$ cat config.mk
export PLATFORM = sky130hd
export DESIGN_NAME = prob_mul_chain_param
export DESIGN_NICKNAME = d
export VERILOG_FILES = /design/src/rtl/prob_mul_pkg.sv /design/src/rtl/bf16_mul.sv /design/src/rtl/prob_mul_chain_param.sv
export SDC_FILE = /design/constraint.sdc
export NUM_CORES = 2
export LEC_CHECK = 0
export ABC_AREA = 0
export BUFFER_PORTS_ARGS = -buffer_cell sky130_fd_sc_hd__buf_2
export CAP_MARGIN = 30
export CORE_MARGIN = 4
export CORE_UTILIZATION = 25
export DETAILED_ROUTE_END_ITERATION = 8
export GPL_ROUTABILITY_DRIVEN = 0
export PLACE_DENSITY = 0.37
export SLEW_MARGIN = 15
export SYNTH_ARGS = -nofsm -noshare
export SYNTH_HDL_FRONTEND = slang
export SYNTH_SLANG_ARGS = --single-unit
$ cat constraint.sdc
create_clock -name clk -period 12.5 [get_ports clk]
set_input_delay 0.625 -clock clk [delete_from_list [all_inputs] [get_ports clk]]
set_output_delay 0.625 -clock clk [all_outputs]
set_load 0.03 [all_outputs]
$ cat src/rtl/prob_mul_pkg.sv
// Shared definitions for the bf16 product-node multiply array.
//   BF16_QNAN / BF16_PINF / BF16_BIAS : bf16 encodings and exponent bias
//   mul_mode_t                        : cascade mode carried with every beat
//   is_nan / is_inf / is_zero         : operand classifiers (is_zero also
//                                       covers subnormals, which the
//                                       multiplier flushes to zero)
package prob_mul_pkg;

  localparam logic [15:0] BF16_QNAN = 16'h7FC0;
  localparam logic [15:0] BF16_PINF = 16'h7F80;
  localparam int          BF16_BIAS = 127;

  typedef enum logic [1:0] {
    MODE_LANE   = 2'b00,
    MODE_PREFIX = 2'b01,
    MODE_PAIR   = 2'b10,
    MODE_RSVD   = 2'b11
  } mul_mode_t;

  function automatic logic is_nan(input logic [15:0] x);
    return (x[14:7] == 8'hFF) && (x[6:0] != 7'd0);
  endfunction

  function automatic logic is_inf(input logic [15:0] x);
    return (x[14:7] == 8'hFF) && (x[6:0] == 7'd0);
  endfunction

  // Zero exponent field: true zero or a subnormal, both handled as zero.
  function automatic logic is_zero(input logic [15:0] x);
    return x[14:7] == 8'h00;
  endfunction

endpackage

$ cat src/rtl/bf16_mul.sv
// Combinational bf16 x bf16 -> bf16 multiply, one round-to-nearest-even step.
//   a_i, b_i : bf16 operands
//   z_o      : bf16 product
// Subnormal inputs are flushed to signed zero, results below the normal
// range flush to signed zero and results above it saturate to signed inf.
module bf16_mul
  import prob_mul_pkg::*;
(
  input  logic [15:0] a_i,
  input  logic [15:0] b_i,
  output logic [15:0] z_o
);

  logic              sgn;
  logic [15:0]       prod;
  logic [6:0]        frac;
  logic              guard;
  logic              sticky;
  logic              rnd;
  logic [7:0]        frac_r;
  logic signed [9:0] exp_r;

  always_comb begin
    sgn  = a_i[15] ^ b_i[15];
    // Hidden-one significands; product lies in [1.0, 4.0) with 14 fraction bits.
    prod = {8'd0, 1'b1, a_i[6:0]} * {8'd0, 1'b1, b_i[6:0]};
    if (prod[15]) begin
      frac   = prod[14:8];
      guard  = prod[7];
      sticky = |prod[6:0];
    end else begin
      frac   = prod[13:7];
      guard  = prod[6];
      sticky = |prod[5:0];
    end
    rnd    = guard & (sticky | frac[0]);
    // Carry out of the fraction means 1.111..+ulp = 10.0: bump the exponent,
    // fraction bits are already zero.
    frac_r = {1'b0, frac} + {7'd0, rnd};
    // Range -125..385 fits a signed 10-bit value; compute modulo 1024.
    exp_r  = 10'(a_i[14:7]) + 10'(b_i[14:7]) - 10'(BF16_BIAS)
           + 10'(prod[15]) + 10'(frac_r[7]);

    if (is_nan(a_i) || is_nan(b_i))
      z_o = BF16_QNAN;
    else if ((is_inf(a_i) && is_zero(b_i)) || (is_inf(b_i) && is_zero(a_i)))
      z_o = BF16_QNAN;
    else if (is_inf(a_i) || is_inf(b_i))
      z_o = {sgn, BF16_PINF[14:0]};
    else if (is_zero(a_i) || is_zero(b_i))
      z_o = {sgn, 15'd0};
    else if (exp_r <= 10'sd0)
      z_o = {sgn, 15'd0};
    else if (exp_r >= 10'sd255)
      z_o = {sgn, BF16_PINF[14:0]};
    else
      z_o = {sgn, exp_r[7:0], frac_r[6:0]};
  end

endmodule

$ cat src/rtl/prob_mul_chain_param.sv
// Pipelined bf16 multiply array for probabilistic-circuit product nodes.
//   clk, rst            : clock, synchronous active-high reset
//   in_valid/in_ready   : input beat handshake (in_a, in_b, mode)
//   in_a, in_b          : LANES packed bf16 operands, lane k at [k*DW +: DW]
//   mode                : 00 per-lane, 01 prefix product, 10 pairwise, 11 as 00
//   out_valid/out_ready : result beat handshake
//   outputs             : LANES packed bf16 results
//   out_stbs            : per-lane strobes, all equal to out_valid
// Stage 0 forms the lane products; stage s (1..LANES-1) resolves lane s from
// the stage s-1 vector, so a beat emerges after LANES register stages. All
// stages advance together whenever the output register is free or draining.
module prob_mul_chain_param
  import prob_mul_pkg::*;
#(
  parameter int LANES = 6,
  parameter int DW    = 16
) (
  input  logic                clk,
  input  logic                rst,
  input  logic                in_valid,
  output logic                in_ready,
  input  logic [LANES*DW-1:0] in_a,
  input  logic [LANES*DW-1:0] in_b,
  input  logic [1:0]          mode,
  output logic                out_valid,
  input  logic                out_ready,
  output logic [LANES*DW-1:0] outputs,
  output logic [LANES-1:0]    out_stbs
);

  logic [LANES-1:0][DW-1:0] a_v, b_v, p_w;
  logic [LANES-1:0][DW-1:0] data_q  [LANES];
  logic [LANES-1:0][DW-1:0] chain_d [LANES-1];  // next value of stage s at [s-1]
  mul_mode_t                mode_q  [LANES-1];  // last stage needs no mode
  logic [LANES-1:0]         vld_q;
  logic                     en;

  assign a_v = in_a;
  assign b_v = in_b;

  for (genvar k = 0; k < LANES; k++) begin : g_lane
    bf16_mul u_mul (
      .a_i (a_v[k]),
      .b_i (b_v[k]),
      .z_o (p_w[k])
    );
  end

  // Lane s-1 of stage s-1 already holds r_{s-1} (prefix) or p_{s-1} (pairwise,
  // s odd, since even lanes pass through), so one multiplier serves both modes.
  for (genvar s = 1; s < LANES; s++) begin : g_chain
    localparam bit ODD = (s % 2) == 1;
    logic [DW-1:0]            prod;
    logic                     use_prod;
    logic [LANES-1:0][DW-1:0] nxt;

    bf16_mul u_mul (
      .a_i (data_q[s-1][s-1]),
      .b_i (data_q[s-1][s]),
      .z_o (prod)
    );

    always_comb begin
      use_prod = (mode_q[s-1] == MODE_PREFIX) || ((mode_q[s-1] == MODE_PAIR) && ODD);
      nxt      = data_q[s-1];
      if (use_prod) nxt[s] = prod;
    end

    assign chain_d[s-1] = nxt;
  end

  assign en = !vld_q[LANES-1] || out_ready;

  always_ff @(posedge clk) begin
    if (rst) begin
      vld_q <= '0;
      for (int s = 0; s < LANES; s++)     data_q[s] <= '0;
      for (int s = 0; s < LANES - 1; s++) mode_q[s] <= MODE_LANE;
    end else if (en) begin
      vld_q <= {vld_q[LANES-2:0], in_valid};
      if (in_valid) begin
        data_q[0] <= p_w;
        mode_q[0] <= mul_mode_t'(mode);
      end
      // Data only moves with a valid beat, so bubbles leave registers untouched.
      for (int s = 1; s < LANES; s++)
        if (vld_q[s-1]) data_q[s] <= chain_d[s-1];
      for (int s = 1; s < LANES - 1; s++)
        if (vld_q[s-1]) mode_q[s] <= mode_q[s-1];
    end
  end

  assign in_ready  = en;
  assign out_valid = vld_q[LANES-1];
  assign outputs   = data_q[LANES-1];
  assign out_stbs  = {LANES{vld_q[LANES-1]}};

endmodule
# Yosys cells after proc, flatten, opt, wreduce, memory -nomap -nowiden
# Memories as Yosys holds them, arrays and structs flattened.
# Index checks and enable logic that the tools add are counted.
# word_totals
n_memories	2
in_bits	198
register_bits	6
mem_bits_rw	586
output_inout_bits	104
# op_classes
muxes	141
order_cmp	22
eq_ne	30
n_reduce_logical	203
mul	11
addsub	55
n_bitwise	44
# memory_table
memory	depth	word_bits	rd	rd_clocked_by_memory_dff	write_ports	line_no	source
data_q	6	96	6	0	6	prob_mul_chain_param.sv:32	logic [LANES-1:0][DW-1:0] data_q [LANES];
mode_q	5	2	5	0	5	prob_mul_chain_param.sv:34	mul_mode_t mode_q [LANES-1];
# op_table
operator	count
$mux 15	44
$mux 96	6
$mux 16	27
$add 10x1->10	22
$eq 8x8->1 const B	22
$logic_not 8->1	22
$mul 8x8->16	11
$logic_not 7->1	22
$reduce_bool 7->1	22
$ge 10x9->1 const B	11
$le 10x1->1 const B	11
$sub 10x7->10 const B	11
$add 8x8->9	11
$add 7x1->8	11
$mux 7	11
$reduce_or 7->1	11
$logic_and 1x1->1	66
$reduce_or 6->1	11
$logic_or 1x1->1	48
$mux 1	48
$or 1x1->1	22
$and 1x1->1	11
$xor 1x1->1	11
$eq 2x1->1 const B	5
other kinds (3)	9

# Longest topological paths before layout
# An unclocked memory read counts as a cell.
# logic_depth
word_depth	17
depth_mapped	32
mapped_depth_nobuf	30

# By module
# Synthesis repeated with hierarchy kept, for this count alone.
# unflattened
cells_unflattened	6226
hier_area_um2	61171.2
# by_module_without_submodules
mod	instances	cells_each	area_each_um2
prob_mul_chain_param	1	1471	22654.2
bf16_mul (g_chain[1].u_mul ...)	6	435	3562.2
bf16_mul (g_lane[2].u_mul ...)	3	420	3395.8
bf16_mul (g_lane[1].u_mul)	1	440	3495.9
bf16_mul (g_lane[5].u_mul)	1	445	3460.8

# Worst setup path after synthesis
# Ideal clock, no wire load.
# synth_timing
path_kind	register to register
from	memory data_q[1][37] (netlist bit)
to	memory data_q[2][46] (netlist bit) (data pin)
period_less_slack_ns	7.854
arrival_time_ns	7.590
required_time_ns	12.236
slack_ns	4.646
path_stages_with_launch	29
path_cell_list	edfxtp_1 clkbuf_1 and2_1 fa_1 inv_1 fa_1 inv_1 fa_1 inv_1 fa_1 inv_1 ha_1 or3_1 o211a_1 o221a_2 o41ai_1 xnor2_1 clkbuf_1 mux2i_1 nor4_1 ha_1 a21oi_1 nor4_2 or4b_1 or3_1 a221oi_2 a211oi_1 o21ai_2 nor2_1
# synth_rtl
element	line_no
from (decl)	prob_mul_chain_param.sv:32

==> metrics <==
status=finished clean; hold depth=3; clk slew on worst S/H paths=about 0.060 ns; root buffer cell=clkbuf_16; GRT Overall Usage=0.141; Post-CTS Hold Buffers=0; CTS buffer count=77; drt first pass iters=5; die height=about 500 µm; fin area=approximately 66000 µm²; Rows=approximately 180; Max Buffers Root-to-Sink=3; first-pass GRT wire length=~270000 µm; Relative slew margins=0.340; yosys warns=0; TritonCTS clock tree=done; Max-Cap Viols=0; Distinct cells, synth=between 100 and 150; WP data arrival=between 9 and 10 ns; unrepaired setup endpoints after global routing=false; register area share after synthesis=0.304; critical path launch point type=flop; worst r2r dst=data_q[4][69]$_SDFFCE_PN0P_; drt total wl=around 170000 µm; critical path's largest stage delay=0.69 ns; Hold Violations, Final=0; top cells by area, synth=edfxtp_1 (30%), fa_1 (14%), ha_1 (12%); Max VDD drop=0.000132 V; Async SR Flop Fraction=0; grt total ovfl=0; Pleak=slightly below 30 nW; f_max=110 MHz; H-tree depth=3; worst skew pair latency=~0.66 ns; starting density of the core=0.252; Post CTS Setup Buffer Count=0; end point of the worst hold path=vld_q[0]$_SDFFE_PP0N_; die footprint=about 240000 µm²; Final ANT Viol Nets=0; final period utilization=0.730; slowest cell on the critical path=xnor2_1; Core Box Area=roughly 230000 µm²; final net count=roughly 7.5k; most frequent cell after synthesis=inv_1; R2R depth=29; crit-path max FO=11; commonest cells in the netlist=inv_1 (834), edfxtp_1 (586), ha_1 (539), fa_1 (418), and3_1 (417); Vias=between 40k and 50k; share of cells above drive strength 1=0.0895; Critical R2R Launch=data_q[3][66]$_SDFFCE_PN0P_; Main synth FF type=edfxtp_1; Syn Area/Cell=slightly below 10 µm²; Total Neg Setup Slack=0 ns; Synth Instances=between 6k and 7k; hpwl dp=about 140000 µm; PwrDens=roughly 170 nW/µm²; hold crit path type=in -> reg; flop2flop setup slack=~3.4 ns; area post-placement=~63000 µm²; port bufs=301; FF+latch count, synth=around 600; Setup CP Type=reg -> reg; die extent in x=~490 µm; vias per inst=roughly 4.7; Hold Startpoint=in_valid; DRT iter0 DRCs=around 2.7k; number of enable flip-flop cells after synthesis=a little under 600; Layout fillers=24.5k; P&R area growth vs syn=13.1%; final core area utilization=0.285; routed length per placed instance=18.3 µm; Synth Cell Area=58300 µm²; Max Slew Vio Count=0; Net Count, Synth=between 7k and 8k; Critical Path RT=approximately 13 ns; IO Pins=between 300 and 400; Remaining DRCs=0; Tmin final=between 9 and 10 ns; vias in the first global route=roughly 45k; largest net degree at the start of global routing=~180; Synth top area share=0.302; antenna violations before repair=31; CP Capture Type=flop; CTS sink cnt=about 590; Worst-Margin Slew=0.982 ns; Clock Skew=0.0237 ns; Final setup viols=0; cts repair resizes=0; Synth area leader=edfxtp_1
how the worst max path moves through the flow:
stage | start | to | slack [ns] | depth (start not counted)
after floorplan | data_q[1][37]$_SDFFCE_PN0P_ | data_q[2][46]$_SDFFCE_PN0P_ | 4.65 | 28
after global placement | data_q[3][53]$_SDFFCE_PN0P_ | data_q[4][69]$_SDFFCE_PN0P_ | 3.51 | 28
after detailed placement | data_q[3][53]$_SDFFCE_PN0P_ | data_q[4][69]$_SDFFCE_PN0P_ | 3.32 | 29
after CTS | data_q[3][53]$_SDFFCE_PN0P_ | data_q[4][69]$_SDFFCE_PN0P_ | 3.31 | 29
after global routing | data_q[3][53]$_SDFFCE_PN0P_ | data_q[4][69]$_SDFFCE_PN0P_ | 2.55 | 29
final | data_q[3][66]$_SDFFCE_PN0P_ | data_q[4][69]$_SDFFCE_PN0P_ | 3.38 | 29
cell families (layout without fill, tap and decap cells):
logic type      count (synthesis)  in the layout  synth area share
xor+xnor                      273            273            0.0416
buf+inv                       987           1312            0.0641
simple gates                 2207           2207             0.207
other cells                     0              8                 0
flops                         592            592             0.304
mux                            57             57            0.0103
compound gates                971            971             0.114
fa+ha+maj                     959            959             0.260
per-layer routing:
metal / part of all wire / routed length [µm] / vias to the layer above / global-route usage
li1: - / - / 21800 / -
met1: 0.53 / 91000 / 21400 / 0.219
met2: 0.41 / 70500 / 819 / 0.206
met3: 0.044 / 7510 / 163 / 0.0194
met4: 0.020 / 3390 / 10 / 0.0297
met5: 0.00040 / 69 / - / 0
layout by cell type (no fill, tap or decap), drive strengths merged, types with 115 or more instances in the layout:
master,n
edfxtp,586
nand2,374
nor2,359
xnor2,156
xor2,115
buf,333
inv,837
a21oi,227
fa,418
o21ai,195
and2,413
and3,417
ha,539
stage by stage:
| stage | hold WS, ns | total power, mW | worst slack, ns | std cells |
|---|---|---|---|---|
| after global placement | 0.530 | 8.68 | 3.51 | 9251 |
| after CTS | 0.254 | 11.0 | 3.31 | 9394 |
| after floorplan | 0.528 | 7.17 | 4.65 | 6046 |
| after global routing | 0.300 | 12.0 | 2.55 | 9400 |
| final | 0.314 | 10.9 | 3.38 | 9405 |
| after detailed placement | 0.528 | 8.65 | 3.32 | 9253 |
worst max-delay path: cells and delay by family, from the launching register on:
family / cells / cell delay, ns
buf+inv: 5 / 0.68
flops: 1 / 0.55
xor+xnor: 2 / 1.01
fa+ha+maj: 6 / 2.53
compound gates: 10 / 2.49
simple gates: 6 / 1.66
area by class of cell:
| class | count | area [µm²] | area share |
|---|---|---|---|
| inverter | 837 | 3140 | 0.0477 |
| sequential | 592 | 17700 | 0.269 |
| antenna | 8 | 20.0 | 0.000304 |
| tap | 3026 | 3790 | 0.0574 |
| clock inverter | 34 | 433 | 0.00657 |
| timing repair buffer | 334 | 1800 | 0.0273 |
| multi-input combinational | 4467 | 36900 | 0.560 |
| clock buffer | 107 | 2120 | 0.0322 |
power by group:
part           leakage (nW)  switching [mW]  internal (mW)  total, mW
clock                  1.23           0.891           1.38       2.27
sequential             6.15           0.151           2.33       2.48
combinational          22.4            3.69           2.44       6.13
flip-flops by register name (all words and copies together) (netlist names):
| register | count |
|---|---|
| mode_q | 10 |
| data_q | 576 |
| vld_q | 6 |
Note: power is estimated with default switching activity, not from simulation.
